File: config.mk
export PLATFORM = sky130hd
export DESIGN_NAME = uart_tx_fifo
export DESIGN_NICKNAME = d
export VERILOG_FILES = /design/src/rtl/uart_tx_fifo.sv
export SDC_FILE = /design/constraint.sdc
export NUM_CORES = 1
export LEC_CHECK = 0
export ABC_AREA = 1
export BUFFER_PORTS_ARGS = -buffer_cell sky130_fd_sc_hd__buf_4
export CORE_MARGIN = 5
export CORE_UTILIZATION = 59
export CTS_CLUSTER_DIAMETER = 30
export DETAILED_ROUTE_END_ITERATION = 10
export HOLD_SLACK_MARGIN = 0.05
export PLACE_DENSITY = 0.83
export SLEW_MARGIN = 20
export SYNTH_ARGS = -nofsm -noshare
export SYNTH_HDL_FRONTEND = slang
export SYNTH_SLANG_ARGS = --single-unit
File: constraint.sdc
create_clock -name clk -period 2.65 [get_ports clk]
set_input_delay 0.1325 -clock clk [delete_from_list [all_inputs] [get_ports clk]]
set_output_delay 0.1325 -clock clk [all_outputs]
set_load 0.02 [all_outputs]
File: src/rtl/uart_tx_fifo.sv
// uart_tx_fifo: byte FIFO between the register-side holding write and the UART transmitter.
//   Params : DEPTH_LOG2 (log2 entries, 2..8), WIDTH (data bits)
//   Inputs : clk, reset_n (async, active-low), wdata, we, fifo_read_tx (active-low pop),
//            flush (sync clear), clr_overflow
//   Outputs: tx_dout_reg (registered head), fifo_empty, fifo_full, fifo_count, overflow
//   Macro  : UART_TX_FIFO_OVERFLOW_EN enables the sticky overflow flag; otherwise it is tied low.
module uart_tx_fifo #(
    parameter int DEPTH_LOG2 = 5,
    parameter int WIDTH      = 8
) (
    input  logic                  clk,
    input  logic                  reset_n,
    input  logic [WIDTH-1:0]      wdata,
    input  logic                  we,
    input  logic                  fifo_read_tx,
    input  logic                  flush,
    input  logic                  clr_overflow,
    output logic [WIDTH-1:0]      tx_dout_reg,
    output logic                  fifo_empty,
    output logic                  fifo_full,
    output logic [DEPTH_LOG2:0]   fifo_count,
    output logic                  overflow
);
    localparam int DEPTH = 1 << DEPTH_LOG2;
    localparam logic [DEPTH_LOG2:0] FULL_CNT = {1'b1, {DEPTH_LOG2{1'b0}}};

    logic [WIDTH-1:0]      mem [DEPTH];
    logic [DEPTH_LOG2-1:0] wr_ptr, rd_ptr;
    logic [DEPTH_LOG2:0]   count;
    logic                  rd_ok, wr_ok;

    assign fifo_empty = (count == '0);
    assign fifo_full  = (count == FULL_CNT);
    assign fifo_count = count;
    // A read frees the slot the same-cycle write lands in, so full + read + write is accepted.
    assign rd_ok = !fifo_read_tx && !fifo_empty;
    assign wr_ok = we && (!fifo_full || rd_ok);

    always_ff @(posedge clk)
        if (wr_ok && !flush)
            mem[wr_ptr] <= wdata;

    always_ff @(posedge clk or negedge reset_n) begin
        if (!reset_n) begin
            wr_ptr      <= '0;
            rd_ptr      <= '0;
            count       <= '0;
            tx_dout_reg <= '0;
        end else if (flush) begin
            wr_ptr <= '0;
            rd_ptr <= '0;
            count  <= '0;
        end else begin
            if (wr_ok)
                wr_ptr <= wr_ptr + 1'b1;
            if (rd_ok) begin
                rd_ptr      <= rd_ptr + 1'b1;
                tx_dout_reg <= mem[rd_ptr];
            end
            count <= (wr_ok && !rd_ok) ? count + 1'b1 :
                     (rd_ok && !wr_ok) ? count - 1'b1 : count;
        end
    end

`ifdef UART_TX_FIFO_OVERFLOW_EN
    // Set wins over clear; flush leaves the flag untouched.
    always_ff @(posedge clk or negedge reset_n) begin
        if (!reset_n)
            overflow <= 1'b0;
        else if (!flush)
            overflow <= (we && !wr_ok) ? 1'b1 : clr_overflow ? 1'b0 : overflow;
    end
`else
    logic unused_clr_overflow;
    assign unused_clr_overflow = clr_overflow;
    assign overflow = 1'b0;
`endif
endmodule
Word-level counts from Yosys, hierarchy flattened
Memories as Yosys holds them, arrays and structs flattened. A register that Yosys moved wholly into a read port is not among the register bits. Cells that the tools add are included.

Add/subtract/negate cells: 4. Equal/unequal tests: 1. Multiplexer cells: 9. Bitwise gates (word level): 1. Reduce and logical (&&, ||, !) cells: 18.

Operators with widths (count): $mux W5 (4); $mux W6 (3); $add A5 B1 Y5 const B (2); $logic_not A1 Y1 (7); $add A6 B1 Y6 const B (1); $eq A6 B6 Y1 const B (1); $logic_not A6 Y1 (1); $sub A6 B1 Y6 const B (1); $logic_and A1 B1 Y1 (5); $reduce_bool A2 Y1 (2); $reduce_bool A3 Y1 (1); $mux W1 (2); $reduce_and A2 Y1 (1); $logic_or A1 B1 Y1 (1); $not A1 Y1 (1).

Register bits after elaboration: 16. RAM bits: 256. Bits of input ports: 14. Output and inout port bits: 17. Memories kept: 1.

Memory list: mem (depth 32, bits a word 8, read ports 1, clocked after memory_dff 1, wr ports 1, RTL line 27) `logic [WIDTH-1:0] mem [DEPTH];`.

Depth between registers and ports, before layout
Word-level depth: 10. Gate-level depth with buffers: 12. Mapped depth without buffers: 12.

Least setup slack after synthesis
OpenSTA, ideal clock, no wires.

Path kind: reg2reg. From: reg count[1] (netlist: fifo_count[1]). To: reg count[5] (netlist: fifo_count[5]). Setup time: 118 ps. Arrival time: 1960 ps. Data required time: 2532 ps. Setup slack: 573 ps. Cell stages (with the launch flop): 12. Path buffers: 0. Period minus slack after synthesis: 2077 ps. Cells stage by stage: dfrtp_1 > nor2_1 > nand3_1 > nand2_2 > nand3_4 > ha_1 > a21oi_1 > o21ai_0 > nor2_1 > nand3_1 > nand3_1 > nand2_1.

Longest elaborated chain between the ends: 8. Elaborated cells on any way between the ends: 17.

Ends and longest elaborated chain: start, declared (RTL line 29) `logic [DEPTH_LOG2:0] count;`; start signal, assigned (RTL line 60) `count <= (wr_ok && !rd_ok) ? count + 1'b1 :`; branches (longest 8 deep; another with $sub A6 B1 Y6).

Parallel ways; which one is timed is not known. The select of a mux whose other input is x is not followed. A chain may end at the register's enable or synchronous reset.

Worst setup path in the final report
From: reg count[5] (netlist: fifo_count[5]). To: reg count[5] (netlist: fifo_count[5]).

The elaborated chain is that of the path after synthesis.

==> run summary <==
The flow ran to the end, and the final reports show no timing, DRC or antenna violations. The flip-flop and latch area came out at 8293 µm². For the final database, setup skew stands at 0.01491 ns. Data arrives at the worst endpoint at 2.87 ns.

The total congestion overflow came out at 0. The share of the synthesized area in the top cell type is 64.57%. The initial standard-cell utilization of the core is 59.41%.

The count of buffers added by post-CTS timing repair for setup came out at 0. The TritonCTS clock tree is done. For hold timing, the worst endpoint is mem[28][6]. The layout has 1288 filler cells. The tree is rooted in a sky130_fd_sc_hd__clkbuf_16. The clock reaches the later pin of the worst-skew pair after 0.53 ns. The count of warnings emitted by yosys came out at 0. The standard cell core area is 20040 µm². The number of cell instances on the worst register-to-register path is 12. The total negative setup slack is 0 ns. The via density per instance is 5.828. The endpoint identified for the worst register-to-register timing path is fifo_count[5]. Summing over every cut layer, the via total after detailed routing is 8655. The power density over cell area is 975.8 nW/µm².

The violation count after the first detailed-routing iteration is 1077. The average detailed-routed wire length per instance is 19.59 µm. The number of nets with antenna violations after routing came out at 0. The worst-case register-to-register setup slack came out at 0.19 ns.

IR analysis of the VDD net gives a maximum drop of 0.6539 mV. The total DRC errors in the routed layout came out at 0. The number of levels the H-tree was split into came out at 2.

The sort of element at the start of the critical path is a flop. The gate count of the mapped netlist is 1105. Setup repair after global routing left no endpoint under its margin. Across every metal layer, demand over resource in global routing totals 24.90%. The wire length of the first global-routing pass is 45.68 mm. Summed over all cells, the static leakage comes to 5.556 nW. The synthesized netlist net count is 1129. The number of violations of the max-capacitance limit came out at 0.

The number of antenna violations at the first check in global routing is 0. The worst slew slack as a fraction of its limit came out at 49.68%. The number of max-slew violations in the final report is 0. Summing every instance area after synthesis gives 11910 µm².

The layout cell share with drive strength beyond 1 came out at 13.58%. The slew at the pin with the worst max-slew slack is 0.7520 ns. Compared with the post-synthesis result, the final layout area differs by 19.59%. Along the worst hold path, the cell count comes to 1. The required time of the worst setup path came out at 3.06 ns. The worst hold path belongs to the class in2reg.

The number of iterations in the first detailed-routing pass is 6. The kind of critical path is reg2reg. The startpoint identified for the worst hold timing path is wdata[6]. The area of the multi-input gates came out at 3137 µm². The shortest clock period the worst path allows after layout is 2.463 ns.

The largest fanout on the critical path is 10. The worst flop-to-flop path startpoint is fifo_count[5]. Routability-driven placement finished with a final weighted congestion of 0.8967. The final period utilization is 92.93%.

The width of the die came out at 152.1 µm. The repair_antennas step left the layout with diodes totalling 0. Yosys attributes the largest share of cell area to sky130_fd_sc_hd__edfxtp_1, sky130_fd_sc_hd__nand2_1, sky130_fd_sc_hd__nand3_1.

The sequential-to-total area share from yosys stat came out at 69.62%. The routed wire length came out at 29.10 mm. The final number of hold-violating endpoints came out at 0.

The number of global-route vias before repair came out at 8619. For this run, the post-layout net count is 1202. The final design area excluding fillers came out at 14240 µm². The number of buffers added by the clock tree synthesis step came out at 48. The die height is 152.1 µm.

Counting along the longest clock path gives a buffer depth of 3. The completed layout was analyzed and its total power is 0.01389 W. The clock transition time at the flip-flop clock pins of the worst setup and hold paths is 0.05 ns.

The average instance in the mapped netlist occupies 10.77 µm². The count of input and output buffers is 28. For this run, the top clock speed supported by timing is 0.4061 GHz. The total of endpoints with negative setup slack in the final report is 0. The worst setup path is captured at a flop.

The leading area contributor after synthesis is sky130_fd_sc_hd__edfxtp_1. The tree built by TritonCTS fans out to 280 sinks. The number of flip-flops under the largest register name is 256. In this run the count of I/O pins placed on the die edge is 31. The post-detailed-placement cell area is 12520 µm². The number of distinct standard cells referenced by the synthesized netlist is 30. The die outline area came out at 23120 µm². The flip-flop and latch count after synthesis came out at 280. The half-perimeter wire length after detailed placement is 15.89 mm.

The number of core rows is 52. The pin count of the biggest net entering global routing came out at 102.
[critical path, cell delays in order (launching register included)]
cell,delay (ns)
sky130_fd_sc_hd__dfrtp_1,0.46
sky130_fd_sc_hd__nor2_1,0.19
sky130_fd_sc_hd__nand3_1,0.19
sky130_fd_sc_hd__nand2_2,0.15
sky130_fd_sc_hd__nand3_4,0.15
sky130_fd_sc_hd__ha_1,0.39
sky130_fd_sc_hd__nand2_1,0.10
sky130_fd_sc_hd__nor3_1,0.30
sky130_fd_sc_hd__nor2_1,0.14
sky130_fd_sc_hd__inv_1,0.09
sky130_fd_sc_hd__nand3_1,0.07
sky130_fd_sc_hd__nand3_1,0.07
sky130_fd_sc_hd__nand2_1,0.05
[routing by layer]
layer  vias up  GRT usage [%]  part of all wire, %
met5         -              0                    0
met4         0          8.776                  3.5
met3       120          4.977                   10
met2       532          42.80                   50
met1      4099          31.85                   36
li1       3904              -                    -
[final cells by class]
type / count / share of cell area [%]
sequential: 280 / 58.25
multi-input combinational: 714 / 22.03
clock inverter: 35 / 2.988
inverter: 60 / 1.591
clock buffer: 52 / 8.691
timing repair buffer: 74 / 4.078
tap: 270 / 2.373
[cells in the mapped netlist, drive strengths merged]
cell type,n
dfrtp,24
xor2,1
clkbuf,9
inv,58
nand3b,1
fa,1
nand2,333
xnor2,2
clkinv,2
nor3,6
nor2,139
conb,1
nor3b,1
o21ai,54
edfxtp,256
a21oi,22
nand3,137
ha,9
o22ai,4
buf,42
nand4,3
[worst max-delay path by stage]
stage,start,to,slack (ns),depth (start not counted)
2_1_floorplan,fifo_count[1],fifo_count[5],0.57,11
3_5_place_dp,fifo_count[1],fifo_count[5],0.35,11
3_3_place_gp,fifo_count[1],fifo_count[5],0.47,11
4_1_cts,fifo_count[1],fifo_count[5],0.25,12
6_report,fifo_count[5],fifo_count[5],0.19,12
5_1_grt,fifo_count[3],fifo_count[5],0.02,12
[cells in the final DEF (no fill, tap or decap), types with 2 or more instances in the layout]
cell type	instances
sky130_fd_sc_hd__inv_2	4
sky130_fd_sc_hd__dlygate4sd3_1	5
sky130_fd_sc_hd__edfxtp_1	256
sky130_fd_sc_hd__clkinv_2	5
sky130_fd_sc_hd__ha_1	9
sky130_fd_sc_hd__inv_6	3
sky130_fd_sc_hd__o21ai_0	47
sky130_fd_sc_hd__nor3_1	6
sky130_fd_sc_hd__bufinv_16	8
sky130_fd_sc_hd__clkinvlp_4	9
sky130_fd_sc_hd__nor2_2	3
sky130_fd_sc_hd__clkinv_1	7
sky130_fd_sc_hd__nand2_1	331
sky130_fd_sc_hd__o22ai_1	4
sky130_fd_sc_hd__dfrtp_1	22
sky130_fd_sc_hd__clkinv_4	6
sky130_fd_sc_hd__clkbuf_1	3
sky130_fd_sc_hd__a21oi_1	22
sky130_fd_sc_hd__nand3_1	133
sky130_fd_sc_hd__nor2_1	135
sky130_fd_sc_hd__buf_4	68
sky130_fd_sc_hd__nand2_2	2
sky130_fd_sc_hd__nand4_1	3
sky130_fd_sc_hd__nand3_2	3
sky130_fd_sc_hd__o21ai_1	7
sky130_fd_sc_hd__clkbuf_16	49
sky130_fd_sc_hd__inv_1	53
sky130_fd_sc_hd__xnor2_1	2
[logic make-up (layout without fill, tap and decap cells)]
group / after synthesis / after routing / synth area share (%)
flip-flops: 280 / 280 / 69.62
other: 1 / 1 / 0.03150
XOR/XNOR: 3 / 3 / 0.2207
AO/OA/AOI/OAI: 80 / 80 / 3.405
buffers and inverters: 111 / 221 / 4.057
AND/OR/NAND/NOR: 620 / 620 / 21.56
adder cells (fa/ha/maj): 10 / 10 / 1.114
[what timing repair did]
item | 4_1_cts | 5_1_grt
hold buffers | 5 | 0
endpoints found under the setup margin | 0 | 1
endpoints found under the hold margin | 48 | 0
gates resized for setup | 0 | 1
[through the flow]
stage | setup WS (ns) | util, % | hold slack, ns | std cells
floorplan | 0.5726 | - | -0.1631 | 1105
global placement | 0.4670 | 62.49 | 0.06060 | 1393
detailed placement | 0.3504 | 62.49 | 0.06126 | 1393
CTS | 0.2454 | 71.04 | 0.05095 | 1485
global route | 0.02167 | 71.05 | 0.06680 | 1485
finish | 0.1874 | 71.05 | 0.05137 | 1485
[report_power, final]
group	internal (W)	leakage, nW	switching, W
Sequential	0.00496	2.61	0.000186
Clock	0.00417	0.784	0.00210
Combinational	0.000777	2.16	0.00170
(Power assumes the default switching activity.)
